## src/rtl/xs3_serial_adder_pkg.sv

```systemverilog
// Shared constants, state encoding and code-range helper for the XS3 serial adder.
package xs3_pkg;

  localparam logic [3:0] XS3_MIN  = 4'd3;
  localparam logic [3:0] XS3_MAX  = 4'd12;
  localparam logic [3:0] XS3_ZERO = 4'b0011;
  localparam logic [3:0] XS3_CORR = 4'd3;

  typedef enum logic {
    IDLE  = 1'b0,
    FRAME = 1'b1
  } state_e;

  // True when a nibble is not one of the ten legal XS3 digit codes.
  function automatic logic xs3_bad(input logic [3:0] code);
    return (code < XS3_MIN) || (code > XS3_MAX);
  endfunction

endpackage

```

## src/rtl/xs3_serial_adder_if.sv

```systemverilog
// Digit-pair input stream and sum-digit output stream of the XS3 serial adder.
interface xs3_serial_adder_if;
  logic [3:0] a_xs3;
  logic [3:0] b_xs3;
  logic       in_valid;
  logic       in_last;
  logic       in_ready;
  logic [3:0] s_xs3;
  logic       s_valid;
  logic       s_last;
  logic       s_carry;
  logic       s_err;
  logic       out_ready;

  modport slave (
    input  a_xs3, b_xs3, in_valid, in_last, out_ready,
    output in_ready, s_xs3, s_valid, s_last, s_carry, s_err
  );

  modport master (
    output a_xs3, b_xs3, in_valid, in_last, out_ready,
    input  in_ready, s_xs3, s_valid, s_last, s_carry, s_err
  );
endinterface

```

## src/rtl/xs3_serial_adder_digit_add.sv

```systemverilog
// One XS3 digit-pair addition with carry in/out and illegal-code detection.
module xs3_digit_add
  import xs3_pkg::*;
(
  input  logic [3:0] a,
  input  logic [3:0] b,
  input  logic       cin,
  output logic [3:0] digit,
  output logic       cout,
  output logic       bad_code
);

  logic [4:0] sum5;

  // Binary add, then correct the excess: +3 when a decimal carry left the digit, -3 otherwise.
  always_comb begin
    sum5     = {1'b0, a} + {1'b0, b} + {4'd0, cin};
    cout     = sum5[4];
    digit    = sum5[4] ? (sum5[3:0] + XS3_CORR) : (sum5[3:0] - XS3_CORR);
    bad_code = xs3_bad(a) || xs3_bad(b);
  end

endmodule

```

## src/rtl/xs3_serial_adder.sv

```systemverilog
// Digit-serial XS3 adder: LSD-first digit pairs in, registered XS3 sum digits out.
module xs3_serial_adder
  import xs3_pkg::*;
#(
  parameter int MAX_DIGITS = 8
) (
  input  logic             clk,
  input  logic             rst_n,
  xs3_serial_adder_if.slave io
);

  localparam int CW = $clog2(MAX_DIGITS + 1);

  state_e          state_q, state_d;
  logic            cy_q, cy_d;
  logic [CW-1:0]   cnt_q, cnt_d;
  logic            err_q, err_d;

  logic [3:0]      s_xs3_q, s_xs3_d;
  logic            s_valid_q, s_valid_d;
  logic            s_last_q, s_last_d;
  logic            s_carry_q, s_carry_d;
  logic            s_err_q, s_err_d;

  logic            accept;
  logic            cin;
  logic [3:0]      digit;
  logic            cout;
  logic            bad_code;
  logic            overrun;
  logic            err_cur;

  assign io.in_ready = !s_valid_q || io.out_ready;
  assign accept      = io.in_valid && io.in_ready;

  // A frame always starts from zero carry, even if cy_q were somehow left set.
  assign cin = (state_q == FRAME) ? cy_q : 1'b0;

  xs3_digit_add u_add (
    .a        (io.a_xs3),
    .b        (io.b_xs3),
    .cin      (cin),
    .digit    (digit),
    .cout     (cout),
    .bad_code (bad_code)
  );

  // Any pair accepted once MAX_DIGITS pairs are already in makes the frame too long,
  // including when that pair is flagged last.
  assign overrun = (cnt_q == CW'(MAX_DIGITS));
  assign err_cur = err_q || bad_code || overrun;

  // Frame tracking: carry, saturating digit count and sticky error; cleared on a last digit.
  always_comb begin
    state_d = state_q;
    cy_d    = cy_q;
    cnt_d   = cnt_q;
    err_d   = err_q;
    if (accept) begin
      if (io.in_last) begin
        state_d = IDLE;
        cy_d    = 1'b0;
        cnt_d   = '0;
        err_d   = 1'b0;
      end else begin
        state_d = FRAME;
        cy_d    = cout;
        cnt_d   = overrun ? cnt_q : cnt_q + CW'(1);
        err_d   = err_cur;
      end
    end
  end

  // Output register: loads on accept, drops valid once the digit is taken, else holds.
  always_comb begin
    s_xs3_d   = s_xs3_q;
    s_valid_d = s_valid_q;
    s_last_d  = s_last_q;
    s_carry_d = s_carry_q;
    s_err_d   = s_err_q;
    if (accept) begin
      s_xs3_d   = digit;
      s_valid_d = 1'b1;
      s_last_d  = io.in_last;
      s_carry_d = io.in_last ? cout : 1'b0;
      s_err_d   = err_cur;
    end else if (io.out_ready) begin
      s_valid_d = 1'b0;
    end
  end

  // State and frame registers.
  always_ff @(posedge clk or negedge rst_n) begin
    if (!rst_n) begin
      state_q <= IDLE;
      cy_q    <= 1'b0;
      cnt_q   <= '0;
      err_q   <= 1'b0;
    end else begin
      state_q <= state_d;
      cy_q    <= cy_d;
      cnt_q   <= cnt_d;
      err_q   <= err_d;
    end
  end

  // Output registers.
  always_ff @(posedge clk or negedge rst_n) begin
    if (!rst_n) begin
      s_xs3_q   <= XS3_ZERO;
      s_valid_q <= 1'b0;
      s_last_q  <= 1'b0;
      s_carry_q <= 1'b0;
      s_err_q   <= 1'b0;
    end else begin
      s_xs3_q   <= s_xs3_d;
      s_valid_q <= s_valid_d;
      s_last_q  <= s_last_d;
      s_carry_q <= s_carry_d;
      s_err_q   <= s_err_d;
    end
  end

  assign io.s_xs3   = s_xs3_q;
  assign io.s_valid = s_valid_q;
  assign io.s_last  = s_last_q;
  assign io.s_carry = s_carry_q;
  assign io.s_err   = s_err_q;

endmodule

```

## src/flat_wrapper.sv

```systemverilog
// flat-port wrapper written by rule: the top's interface ports become plain ports
module xs3_serial_adder_flat import xs3_pkg::*;
#(
  parameter int MAX_DIGITS = 8
)
  (clk, rst_n, io_a_xs3, io_b_xs3, io_in_valid, io_in_last, io_out_ready, io_in_ready, io_s_xs3, io_s_valid, io_s_last, io_s_carry, io_s_err);
  xs3_serial_adder_if io_i ();
  input  logic clk;
  input  logic rst_n;
  input wire logic [$bits(io_i.a_xs3)-1:0] io_a_xs3;
  input wire logic [$bits(io_i.b_xs3)-1:0] io_b_xs3;
  input wire logic [$bits(io_i.in_valid)-1:0] io_in_valid;
  input wire logic [$bits(io_i.in_last)-1:0] io_in_last;
  input wire logic [$bits(io_i.out_ready)-1:0] io_out_ready;
  output wire logic [$bits(io_i.in_ready)-1:0] io_in_ready;
  output wire logic [$bits(io_i.s_xs3)-1:0] io_s_xs3;
  output wire logic [$bits(io_i.s_valid)-1:0] io_s_valid;
  output wire logic [$bits(io_i.s_last)-1:0] io_s_last;
  output wire logic [$bits(io_i.s_carry)-1:0] io_s_carry;
  output wire logic [$bits(io_i.s_err)-1:0] io_s_err;
  assign io_i.a_xs3 = io_a_xs3;
  assign io_i.b_xs3 = io_b_xs3;
  assign io_i.in_valid = io_in_valid;
  assign io_i.in_last = io_in_last;
  assign io_i.out_ready = io_out_ready;
  assign io_in_ready = io_i.in_ready;
  assign io_s_xs3 = io_i.s_xs3;
  assign io_s_valid = io_i.s_valid;
  assign io_s_last = io_i.s_last;
  assign io_s_carry = io_i.s_carry;
  assign io_s_err = io_i.s_err;
  xs3_serial_adder #(.MAX_DIGITS(MAX_DIGITS)) u_core (.clk(clk), .rst_n(rst_n), .io(io_i));
endmodule
```

## config.mk

```make
export PLATFORM = sky130hd
export DESIGN_NAME = xs3_serial_adder_flat
export DESIGN_NICKNAME = d
export VERILOG_FILES = /design/src/rtl/xs3_serial_adder_pkg.sv /design/src/rtl/xs3_serial_adder_if.sv /design/src/rtl/xs3_serial_adder_digit_add.sv /design/src/rtl/xs3_serial_adder.sv /design/src/flat_wrapper.sv
export SDC_FILE = /design/constraint.sdc
export NUM_CORES = 1
export LEC_CHECK = 0
export CAP_MARGIN = 20
export CORE_UTILIZATION = 51
export CTS_CLUSTER_SIZE = 25
export DETAILED_ROUTE_END_ITERATION = 8
export PLACE_DENSITY = 0.75
export SETUP_SLACK_MARGIN = 0.15
export SLEW_MARGIN = 20
export SYNTH_ARGS = -nofsm -noshare
export SYNTH_HDL_FRONTEND = slang
export SYNTH_HIERARCHICAL = 1
export SYNTH_SLANG_ARGS = --single-unit
export TNS_END_PERCENT = 20
```

## constraint.sdc

```tcl
create_clock -name clk -period 3.84 [get_ports clk]
set_input_delay 1.152 -clock clk [delete_from_list [all_inputs] [get_ports clk]]
set_output_delay 1.152 -clock clk [all_outputs]
set_load 0.005 [all_outputs]
```

==> flow_summary.toml <==
[power]
p_total_uw = 578
vdd_drop_max_uv = 271
leakage_nw = 0.654
power.density_nw_per_um2 = 408

[floorplanning]
die_w_um = 48.8
start_util = 0.559
num_rows = 16
die_h_um = 48.8
dieArea_um2 = 2380
design.core.area_um2 = 2000
ios = 22

[hold_path]
holdCritStartpoint = "u_core/state_q"
min_path_type = "reg2reg"

[synth]
ys.flop_type = "dfrtp_1"
synth_top_area_frac = 0.291
ys_async_sr_fraction = 1.00
synth_top_area_cell = "dfrtp_1"
synth_area_um2 = 1120
synth.avg_cell_area_um2 = 11.8
synthDistinctLibCells = 46
synth_nets = 117
yosysWarnings = 6
synth_edf_count = 0
synth-seq-cells = 15
ys_seq_area_frac = 0.338
synth_area_leaders = "dfrtp_1, mux2_4, ha_1"
netlist_instances = 95

[sta]
drv_slew = 0
final-hold-violation-count = 0
maxSlewHeadroom = 0.565
worst_clock_skew_ns = 0.0160
fin_tns_setup_ns = 0
min_period_ns = 3.57
rsz0062_at_grt = "no"
fmax_mhz = 280
fin_crit_sh = 0.929
finalSetupViolCount = 0
tightest_slew_ns = 0.650

[critical_path]
path_cells = "clkdlybuf4s50_1 -> fa_1 -> inv_1 -> fa_1 -> nor2b_2 -> o21ai_2 -> nand2b_2 -> inv_1 -> ha_1 -> a31o_2 -> a31oi_4 -> xnor2_1 -> mux2_4"
crit_start = "io_a_xs3[0]"
cp-start-kind = "input port"
cp_data_required_time_ns = 4.02
crit_buf_inv = 3
critPathKind = "in2reg"
cp_max_fo = 3
end_kind = "flip-flop"
slowest_delay_ns = 0.55
crit_family = "adder cells"
r2r_start = "u_core/cy_q"
slowest_stage = "clkdlybuf4s50_1"
arrival_ns = 3.75

[global_route]
grt_use_total = 0.211
antenna_found_initial = 0
grt_start_max_net_pins = 16
grt.overflow.total = 0
grt_pass1_vias = 854
grt_pass1_wl_um = 3840

[routing]
drt-initial-drc-count = 6
wire_per_inst_um = 13.5
routed_wl_um = 2030
routed.top_layer = "met3"
met3_length_um = 57
wl_met2_um = 972
vias_per_cell = 5.28
vias = 792
met1Wirelength_um = 999
dr.pass1.iters = 4
route.antenna.remaining_nets = 0
drcViolationCount = 0

[run]
drv_cap = 0

[clocking]
clock-sinks = 15
numCtsBuffers = 3
clk_latency_ns = 0.29
clk_pin_slew_worst_paths_ns = 0.10
clk_path_buf_depth = 2
root_buffer = "clkbuf_4"
cts_tree = "done"
h-tree-depth = 1

[finish]
drive_gt1_frac = 0.260
fillers = 159
final_nets = 146
area_growth_pct = 26.5
fin_util = 0.707
n_antenna_cell = 0

[placement]
hpwl_um = 1650
numPortBuffers = 21
gp_congestion = 0.847

[run_status]
status = "complete, no violations"
[through the flow]
step / instances / setup slack, ns / hold WS (ns) / instance area (µm²)
floorplan: 95 / 0.458 / 0.442 / 1120
global placement: 146 / 0.0732 / 0.463 / 1390
detailed placement: 146 / -0.0620 / 0.466 / 1390
CTS: 150 / 0.260 / 0.484 / 1410
global route: 150 / 0.155 / 0.528 / 1420
finish: 150 / 0.272 / 0.482 / 1420
[cells in the final DEF (no fill, tap or decap), drive strengths merged, types with 2 or more instances in the layout]
| cell type | Yosys | final |
|---|---|---|
| nand2b | 3 | 3 |
| ha | 7 | 7 |
| xnor2 | 4 | 4 |
| clkbuf | 0 | 3 |
| o211ai | 3 | 3 |
| inv | 9 | 9 |
| nor2b | 7 | 7 |
| buf | 1 | 4 |
| clkdlybuf4s50 | 0 | 21 |
| a21oi | 3 | 3 |
| fa | 2 | 2 |
| nor2 | 2 | 2 |
| dfrtp | 13 | 13 |
| a22o | 2 | 2 |
| o21a | 2 | 2 |
| nand2 | 4 | 4 |
| dfstp | 2 | 2 |
| o21ai | 2 | 2 |
| mux2 | 8 | 8 |
[area by class of cell]
type | instances | area (µm²) | share of cell area
multi-input cells | 70 | 697 | 0.492
flip-flops and latches | 15 | 378 | 0.267
repair buffers | 25 | 240 | 0.170
inverters | 9 | 38.8 | 0.0274
well taps | 27 | 33.8 | 0.0239
clock buffers | 3 | 22.5 | 0.0159
clock inverters | 1 | 5.00 | 0.00354
[power by group]
part           switching [mW]  total [mW]  leakage (nW)  internal, mW
Clock                  0.0497      0.0884        0.0177        0.0387
Sequential             0.0255       0.228         0.182         0.202
Combinational          0.0974       0.262         0.455         0.165
[metal layers]
layer / GRT usage / vias to the layer above
li1: - / 395
met3: 0.0654 / 0
met2: 0.345 / 10
met4: 0.0294 / 0
met5: 0 / -
met1: 0.282 / 387
[final timing paths]
path	end	slack (ns)	cells past startpoint
max in group asynchronous	u_core/cnt_q[2]	2.15	1
min in group asynchronous	u_core/io.s_xs3[3]	1.25	1
hold / removal	u_core/state_q	0.48	1
hold reg to reg	u_core/state_q	0.48	1
setup reg to reg	u_core/io.s_xs3[3]	1.22	13
setup / recovery	u_core/io.s_xs3[3]	0.27	13
[state kept, by name, summed over array words and instances, names as in the netlist]
register / count
u_core/cy_q: 1
u_core/io.s_carry: 1
u_core/io.s_last: 1
u_core/cnt_q: 4
u_core/io.s_xs3: 4
u_core/io.s_valid: 1
u_core/state_q: 1
u_core/err_q: 1
u_core/io.s_err: 1
[cells in the mapped netlist, drive strengths merged (2+ instances only)]
cell type / number
a21oi: 3
a22o: 2
dfrtp: 13
dfstp: 2
fa: 2
ha: 7
inv: 9
mux2: 8
nand2: 4
nand2b: 3
nor2: 2
nor2b: 7
o211ai: 3
o21a: 2
o21ai: 2
xnor2: 4
[what timing repair did]
item / CTS / global route
endpoints found under the setup margin: 0 / 1
setup buffers: 0 / 0
endpoints found under the hold margin: 0 / 0
hold buffers: 0 / 0
gates resized for setup: 0 / 1
[kinds of logic (layout without fill, tap and decap cells)]
logic type                 Yosys count  in the layout  share of synthesized area
adders and majority gates            9              9                      0.114
buffers and inverters               10             38                     0.0414
and+or+nand+nor                     25             25                      0.186
muxes                                9              9                      0.113
DFF                                 15             15                      0.338
AOI/OAI and AO/OA                   22             22                      0.169
xor gates and xnor gates             5              5                     0.0391
(Power assumes the default switching activity.)
